## src/rtl/key_dev.sv

```systemverilog
// Operand entry front-end: synchronizes switches/buttons, debounces buttons and drives a 4-state ALU request FSM.
// Build with KEY_DEV_DEBOUNCE_EN defined to include the per-button debounce counters.
module key_dev #(
   parameter int DEBOUNCE_CYCLES = 50000,
   parameter int CNT_W           = 16
) (
   input  logic        clk,
   input  logic        rst,
   input  logic [7:0]  sw,
   input  logic [3:0]  btn,
   input  logic        done,
   output logic [31:0] operand_a,
   output logic [31:0] operand_b,
   output logic [1:0]  op,
   output logic        start,
   output logic [1:0]  state
);

   typedef enum logic [1:0] {
      ENTER_A  = 2'd0,
      ENTER_B  = 2'd1,
      ENTER_OP = 2'd2,
      WAIT     = 2'd3
   } state_t;

   if (DEBOUNCE_CYCLES < 2 || (DEBOUNCE_CYCLES >> CNT_W) != 0) begin : g_cfg_err
      $error("key_dev: DEBOUNCE_CYCLES must be >= 2 and fit in CNT_W bits");
   end

   logic [7:0] sw_p0, sw_p1;
   logic [3:0] btn_p0, btn_p1;
   logic [3:0] lvl, lvl_q, press;

   // stage p0/p1: two-flop synchronizers on every raw input bit
   always_ff @(posedge clk or posedge rst) begin
      if (rst) begin
         sw_p0  <= '0;
         sw_p1  <= '0;
         btn_p0 <= '0;
         btn_p1 <= '0;
      end else begin
         sw_p0  <= sw;
         sw_p1  <= sw_p0;
         btn_p0 <= btn;
         btn_p1 <= btn_p0;
      end
   end

`ifdef KEY_DEV_DEBOUNCE_EN
   for (genvar g = 0; g < 4; g++) begin : g_db
      logic [CNT_W-1:0] cnt;
      logic             lvl_b;

      // counter tracks how long the input has disagreed with the accepted level
      always_ff @(posedge clk or posedge rst) begin
         if (rst) begin
            cnt   <= '0;
            lvl_b <= 1'b0;
         end else if (btn_p1[g] == lvl_b) begin
            cnt <= '0;
         end else if (cnt == CNT_W'(DEBOUNCE_CYCLES - 1)) begin
            cnt   <= '0;
            lvl_b <= ~lvl_b;
         end else begin
            cnt <= cnt + 1'b1;
         end
      end

      assign lvl[g] = lvl_b;
   end
`else
   assign lvl = btn_p1;
`endif

   // press pulse: one cycle after the accepted level rises
   always_ff @(posedge clk or posedge rst) begin
      if (rst) begin
         lvl_q <= '0;
         press <= '0;
      end else begin
         lvl_q <= lvl;
         press <= lvl & ~lvl_q;
      end
   end

   state_t      st, st_nx;
   logic [31:0] a_nx, b_nx;
   logic [1:0]  op_nx;
   logic        start_nx;

   always_ff @(posedge clk or posedge rst) begin
      if (rst) begin
         st        <= ENTER_A;
         operand_a <= '0;
         operand_b <= '0;
         op        <= '0;
         start     <= 1'b0;
      end else begin
         st        <= st_nx;
         operand_a <= a_nx;
         operand_b <= b_nx;
         op        <= op_nx;
         start     <= start_nx;
      end
   end

   // priority: clear > (WAIT handling) > go > next > shift
   always_comb begin
      st_nx    = st;
      a_nx     = operand_a;
      b_nx     = operand_b;
      op_nx    = op;
      start_nx = 1'b0;
      if (press[3]) begin
         st_nx = ENTER_A;
         a_nx  = '0;
         b_nx  = '0;
         op_nx = '0;
      end else if (st == WAIT) begin
         if (done)
            st_nx = ENTER_A;
      end else if (press[2]) begin
         st_nx    = WAIT;
         start_nx = 1'b1;
      end else if (press[1]) begin
         case (st)
            ENTER_A:  st_nx = ENTER_B;
            ENTER_B:  st_nx = ENTER_OP;
            default:  st_nx = ENTER_A;
         endcase
      end else if (press[0]) begin
         case (st)
            ENTER_A:  a_nx  = {operand_a[23:0], sw_p1};
            ENTER_B:  b_nx  = {operand_b[23:0], sw_p1};
            default:  op_nx = sw_p1[1:0];
         endcase
      end
   end

   assign state = st;

endmodule

```

## config.mk

```make
export PLATFORM = sky130hd
export DESIGN_NAME = key_dev
export DESIGN_NICKNAME = d
export VERILOG_FILES = /design/src/rtl/key_dev.sv
export SDC_FILE = /design/constraint.sdc
export NUM_CORES = 1
export LEC_CHECK = 0
export ABC_CLOCK_PERIOD_IN_PS = 4350
export CORE_MARGIN = 5
export CORE_UTILIZATION = 40
export CTS_CLUSTER_DIAMETER = 150
export DETAILED_ROUTE_END_ITERATION = 16
export PLACE_DENSITY = 0.71
export SYNTH_ARGS = -nofsm -noshare
export SYNTH_HDL_FRONTEND = slang
export SYNTH_SLANG_ARGS = --single-unit
```

## constraint.sdc

```tcl
create_clock -name clk -period 4.35 [get_ports clk]
set_input_delay 0.6525 -clock clk [delete_from_list [all_inputs] [get_ports clk]]
set_output_delay 0.6525 -clock clk [all_outputs]
set_load 0.02 [all_outputs]
```

==> results of run 1 <==
## path summary, 6_finish.rpt
kind | end
max in group asynchronous | operand_a[1]$_DFFE_PP0P_
min | sw_p1[6]$_DFF_PP0_
max reg2reg | operand_b[31]$_DFFE_PP0P_
min reg2reg | sw_p1[6]$_DFF_PP0_
max | operand_b[31]$_DFFE_PP0P_
min in group asynchronous | btn_p0[0]$_DFF_PP0_
## layout make-up
cell class / instances / share of cell area
Clock buffer: 11 / 0.02817
Clock inverter: 5 / 0.01197
Inverter: 2 / 0.001995
Multi-Input combinational cell: 159 / 0.2538
Sequential cell: 101 / 0.5039
Tap cell: 133 / 0.03316
Timing Repair Buffer: 84 / 0.1670
## cell families after synthesis
logic type             after synthesis  share of synthesized area
flip-flops                         101                     0.6518
buffers and inverters               18                    0.02259
AO/OA/AOI/OAI                        5                   0.009679
multiplexers                        67                     0.1730
AND/OR/NAND/NOR                     87                     0.1430
## stage by stage
step,setup slack (ns),power [W]
after floorplan,1.050,0.001133
after global placement,2.204,0.001217
after detailed placement,2.157,0.001223
after CTS,2.167,0.001823
after global routing,2.047,0.001871
final,2.167,0.001796
## routing by layer
metal  vias to the layer above  track usage  wire (um)
met3                        10      0.02567        422
met2                        60       0.2096       3668
li1                       1092            -          -
met4                         0      0.06492        117
met1                      1138       0.1738       3232
met5                         -            0          0
## critical path, stage by stage, from the launching register on
cell	delay (ns)
dfrtp_1	0.47
nand2b_1	0.23
or4b_1	1.04
mux2i_1	0.34
## state kept, by name (all words and copies together) (netlist names), 4 cells and up
register   cells
lvl_q          4
btn_p0         4
operand_a     32
sw_p1          8
btn_p1         4
press          4
sw_p0          8
operand_b     32
## power breakdown
part           total [W]  switching (W)  internal (W)  leakage (nW)
combinational   0.000190      0.0000974     0.0000929         0.950
sequential       0.00101      0.0000340      0.000975          1.33
clock           0.000596       0.000313      0.000283        0.0995
total            0.00180       0.000445       0.00135          2.38
## cell usage in the layout (no fill, tap or decap)
cell             netlist  routed
a211oi_1               2       2
a221oi_1               1       1
a311oi_1               1       1
buf_4                  0       1
bufinv_16              0       1
clkbuf_1              10       1
clkbuf_8               0      10
clkdlybuf4s50_1        0      83
clkinv_2               0       1
clkinv_4               0       2
clkinvlp_4             0       1
dfrtp_1              101     100
dfrtp_2                0       1
inv_1                  2       1
inv_4                  0       1
mux2i_1               67      67
nand2_1                2       2
nand2b_1              76      75
nand2b_2               0       1
nor2b_1                6       6
nor4b_1                1       1
nor4b_4                0       1
o21ai_0                1       1
or4b_1                 1       1
==> flow_summary.json, run 1 <==
{
  "ys_seq_area_frac": 0.6518,
  "whs_ns": 0.3540,
  "place.gp.congestion": 0.7039,
  "drt_iter0_markers": 85,
  "final_hold_viol_count": 0,
  "synth_ff_type": "dfrtp_1",
  "first_global_vias": 2333,
  "clock_sinks": 101,
  "cts.htree.levels": 3,
  "crit_path_end_kind": "flop",
  "seqCellArea_mm2": 0.002529,
  "synth_edf_count": 0,
  "drc": 0,
  "postPlaceCellArea_mm2": 0.004817,
  "placed_cells": 479,
  "hp-start": "sw_p0[6]$_DFF_PP0_",
  "r2r_start": "state[1]$_DFFE_PP0P_",
  "irDropWorstVdd_mv": 0.2115,
  "required_ns": 4.62,
  "multiInputGateArea_mm2": 0.001274,
  "ys_ff_latch": 101,
  "clk_latency_ns": 0.36,
  "nNetsFinal": 372,
  "fin_tns_setup_ns": 0,
  "status": "finished, final reports clean",
  "grtUsageTotal": 0.1321,
  "stdcell_count": 495,
  "synth_nets": 293,
  "yosys.cell_count.top_type": "dfrtp_1",
  "critPathLaunchType": "flop",
  "synth_warnings": 0,
  "holdPathStages": 0,
  "p_per_area_mw_per_mm2": 357.8,
  "netlist.area_leader.share": 0.6518,
  "coreArea_mm2": 0.009594,
  "post_cts_resize_count": 0,
  "hp-class": "flop to flop",
  "crit_type": "flop to flop",
  "reg2reg_depth": 3,
  "finClkSkew_ns": 0.01435,
  "period_share": 0.5019,
  "grt_pass1_wl_um": 11930,
  "vias_per_cell": 4.646,
  "antenna_found_initial": 0,
  "final_area_mm2": 0.005019,
  "hold_buffers": 0,
  "first_pass_iters": 4,
  "syn_to_final_growth_pct": 29.43,
  "dp_hpwl_um": 5113,
  "synth_area_per_cell_um2": 13.95,
  "reg2reg_slack_ns": 2.17,
  "n_antenna_cell": 0,
  "drive_above_1_share": 0.05525,
  "synth_cell_type_count": 16,
  "cts_made_buffers": 9,
  "grt_start_max_net_pins": 83,
  "start_util": 0.4041,
  "max-slew-margin-rel": 0.2382,
  "finalCoreUtilization": 0.5231,
  "worstSetupStartpoint": "state[1]$_DFFE_PP0P_",
  "setup_viol": 0,
  "netlist_instances": 278,
  "rsz0062_at_grt": "false",
  "cp_max_fo": 20,
  "synth_area_leader_cell": "dfrtp_1",
  "netlist_area_mm2": 0.003877,
  "postCtsSetupBuffers": 0,
  "totalWireLength_um": 7440,
  "row_count": 36,
  "worst_ep_arrival_time_ns": 2.45,
  "fin_crit_ns": 2.183,
  "fmax_ghz": 0.4580,
  "synthTopCellsByArea": "dfrtp_1, mux2i_1, nand2b_1",
  "worstMarginPinSlew_ns": 1.143,
  "die_h_um": 108.5,
  "die_w_um": 108.5,
  "cts-root-buf": "clkbuf_8",
  "dieArea_mm2": 0.01176,
  "cts_buffer_depth": 2,
  "ios": 84,
  "cts_tree": "done",
  "fillers": 851,
  "maxCapViolations": 0,
  "synthArstFlopShare": 1.000,
  "routed-via-count": 2300,
  "routedWlPerCell_um": 15.03,
  "grt_overflow": 0,
  "p_leak_nw": 2.382,
  "synth_commonest_cells": "dfrtp_1, nand2b_1, mux2i_1",
  "clk_pin_slew_ns": 0.10,
  "portBuffers": 83,
  "antenna_left": 0,
  "slew_viol_final": 0
}
Note: power is estimated with default switching activity, not from simulation.
==> run 2, diff against run 1 <==
ABC_CLOCK_PERIOD_IN_PS = 1900   (was 4350)
PLACE_DENSITY = 0.74   (was 0.71)
clock period = 1.9 ns   (was 4.35 ns; I/O delays follow)
==> run 2 against run 1 <==
  * Die area is the same
  * Via count shrank 0.57%
  * Sequential power grew 130%
  * Critical endpoint is now state[0]
==> flow_summary.json, run 2 (synthesis gave the netlist of run 1 again) <==
{
  "hold_buffers": 0,
  "finClkSkew_ns": 0.01153,
  "totalWireLength_um": 7452,
  "fmax_ghz": 0.5593,
  "reg2reg_depth": 4,
  "cts_tree": "done",
  "die_h_um": 108.5,
  "reg_top3": "operand_a x32, operand_b x32",
  "required_ns": 1.62,
  "reg2reg_slack_ns": 0.17,
  "maxCapViolations": 0,
  "cp_max_fo": 9,
  "clock_sinks": 101,
  "final_hold_viol_count": 0,
  "place.gp.congestion": 0.7046,
  "antenna_left": 0,
  "die_w_um": 108.5,
  "crit_type": "flop to primary output",
  "irDropWorstVdd_mv": 0.4430,
  "max-slew-margin-rel": 0.5595,
  "p_leak_nw": 2.458,
  "stdcell_count": 503,
  "portBuffers": 83,
  "crit_path_cell_trace": "clkdlybuf4s50_1",
  "clkPwrFrac": 0.363,
  "p_sw_w": 0.001017,
  "nNetsFinal": 381,
  "cts.htree.levels": 3,
  "drc": 0,
  "pwr-share-seq": 0.528,
  "clk_pin_slew_ns": 0.09,
  "cts-root-buf": "clkbuf_8",
  "vias_per_cell": 4.547,
  "status": "finished, final reports clean",
  "multiInputGateArea_mm2": 0.001274,
  "fin_tns_setup_ns": 0,
  "routed-via-count": 2287,
  "n_antenna_cell": 0,
  "p_int_w": 0.003336,
  "syn_to_final_growth_pct": 33.08,
  "clk_latency_ns": 0.35,
  "worstMarginPinSlew_ns": 0.6608,
  "placed_cells": 488,
  "grtUsageTotal": 0.1350,
  "grt_overflow": 0,
  "first_pass_iters": 6,
  "seqCellArea_mm2": 0.002529,
  "crit_family": "buffers and inverters",
  "final_common_cell": "dfrtp_1",
  "post_cts_resize_count": 0,
  "first_global_vias": 2398,
  "critPathLaunchType": "flop",
  "switching_share": 0.2336,
  "drive_above_1_share": 0.07838,
  "final_area_mm2": 0.005160,
  "p_comb_frac": 0.109,
  "coreArea_mm2": 0.009594,
  "routedWlPerCell_um": 14.82,
  "start_util": 0.4041,
  "rsz0062_at_grt": "false",
  "grt_start_max_net_pins": 60,
  "grt_pass1_wl_um": 12370,
  "worst_ep_arrival_time_ns": 1.50,
  "slew_viol_final": 0,
  "cp_slowest_stage_delay_ns": 0.67,
  "fillers": 820,
  "drt_iter0_markers": 69,
  "cts_buffer_depth": 2,
  "postCtsSetupBuffers": 0,
  "hp-class": "input pin to async pin",
  "crit_cells": 1,
  "dieArea_mm2": 0.01176,
  "p_per_area_mw_per_mm2": 843.4,
  "whs_ns": 0.2181,
  "fin_crit_ns": 1.788,
  "cts_made_buffers": 9,
  "row_count": 36,
  "antenna_found_initial": 0,
  "postPlaceCellArea_mm2": 0.004923,
  "ios": 84,
  "dp_hpwl_um": 5177,
  "final_cell_mix": "dfrtp_1, clkdlybuf4s50_1, nand2b_1, mux2i_1, clkbuf_8",
  "crit_path_end_kind": "primary output",
  "setup_viol": 0,
  "cp.buffers_inverters": 1,
  "period_share": 0.9411,
  "crit_slowest_cell": "clkdlybuf4s50_1"
}
[run 2: cell count changes in the layout (fill, tap and decap cells not counted)]
cell | previous run | this run
buf_12 | 0 | 3
buf_4 | 1 | 7
bufinv_16 | 1 | 3
clkbuf_1 | 1 | 0
clkbuf_8 | 10 | 9
inv_4 | 1 | 0
[run 2: worst paths after layout]
check,from,endpoint
min,rst,btn_p0[3]$_DFF_PP0_
min in group clk,sw_p0[3]$_DFF_PP0_,sw_p1[3]$_DFF_PP0_
max reg2reg,state[0]$_DFFE_PP0P_,operand_b[21]$_DFFE_PP0P_
max,state[0]$_DFFE_PP0P_,state[0]
max in group asynchronous,rst,operand_b[30]$_DFFE_PP0P_
min reg2reg,sw_p0[3]$_DFF_PP0_,sw_p1[3]$_DFF_PP0_
[run 2: per-layer routing]
layer | share of wire | track usage | vias to the layer above
met5 | 0 | 0 | -
met4 | 0.013 | 0.05140 | 0
met3 | 0.051 | 0.02925 | 7
met2 | 0.52 | 0.2259 | 59
met1 | 0.42 | 0.1717 | 1119
li1 | - | - | 1102
[run 2: worst reg2reg max path, delay by kind of cell, from the launching register on]
family                 cells  cell delay [ns]
buffers and inverters      1             0.25
flip-flops                 1             0.49
multiplexers               1             0.23
AND/OR/NAND/NOR            2             0.67
[run 2: through the flow]
step	power, W	utilization	setup WS (ns)
6_report	0.004352	0.5378	0.1119
2_1_floorplan	0.002594	-	0.1834
4_1_cts	0.004419	0.5378	0.09622
3_3_place_gp	0.002808	0.5132	0.2668
5_1_grt	0.004533	0.5378	0.06032
3_5_place_dp	0.002823	0.5132	0.2019
[run 2: power by group through the flow]
stage	registers (W)	clock network (W)	logic, W
global placement	0.00234	0	0.000473
global route	0.00231	0.00171	0.000513
finish	0.00230	0.00158	0.000476
detailed placement	0.00234	0	0.000484
floorplan	0.00239	0	0.000207
CTS	0.00230	0.00163	0.000487
[run 2: layout make-up]
class / count / area share
Multi-Input combinational cell: 159 / 0.2468
Clock buffer: 9 / 0.02401
Timing Repair Buffer: 93 / 0.1828
Sequential cell: 101 / 0.4901
Inverter: 2 / 0.002182
Tap cell: 133 / 0.03225
Clock inverter: 6 / 0.02182
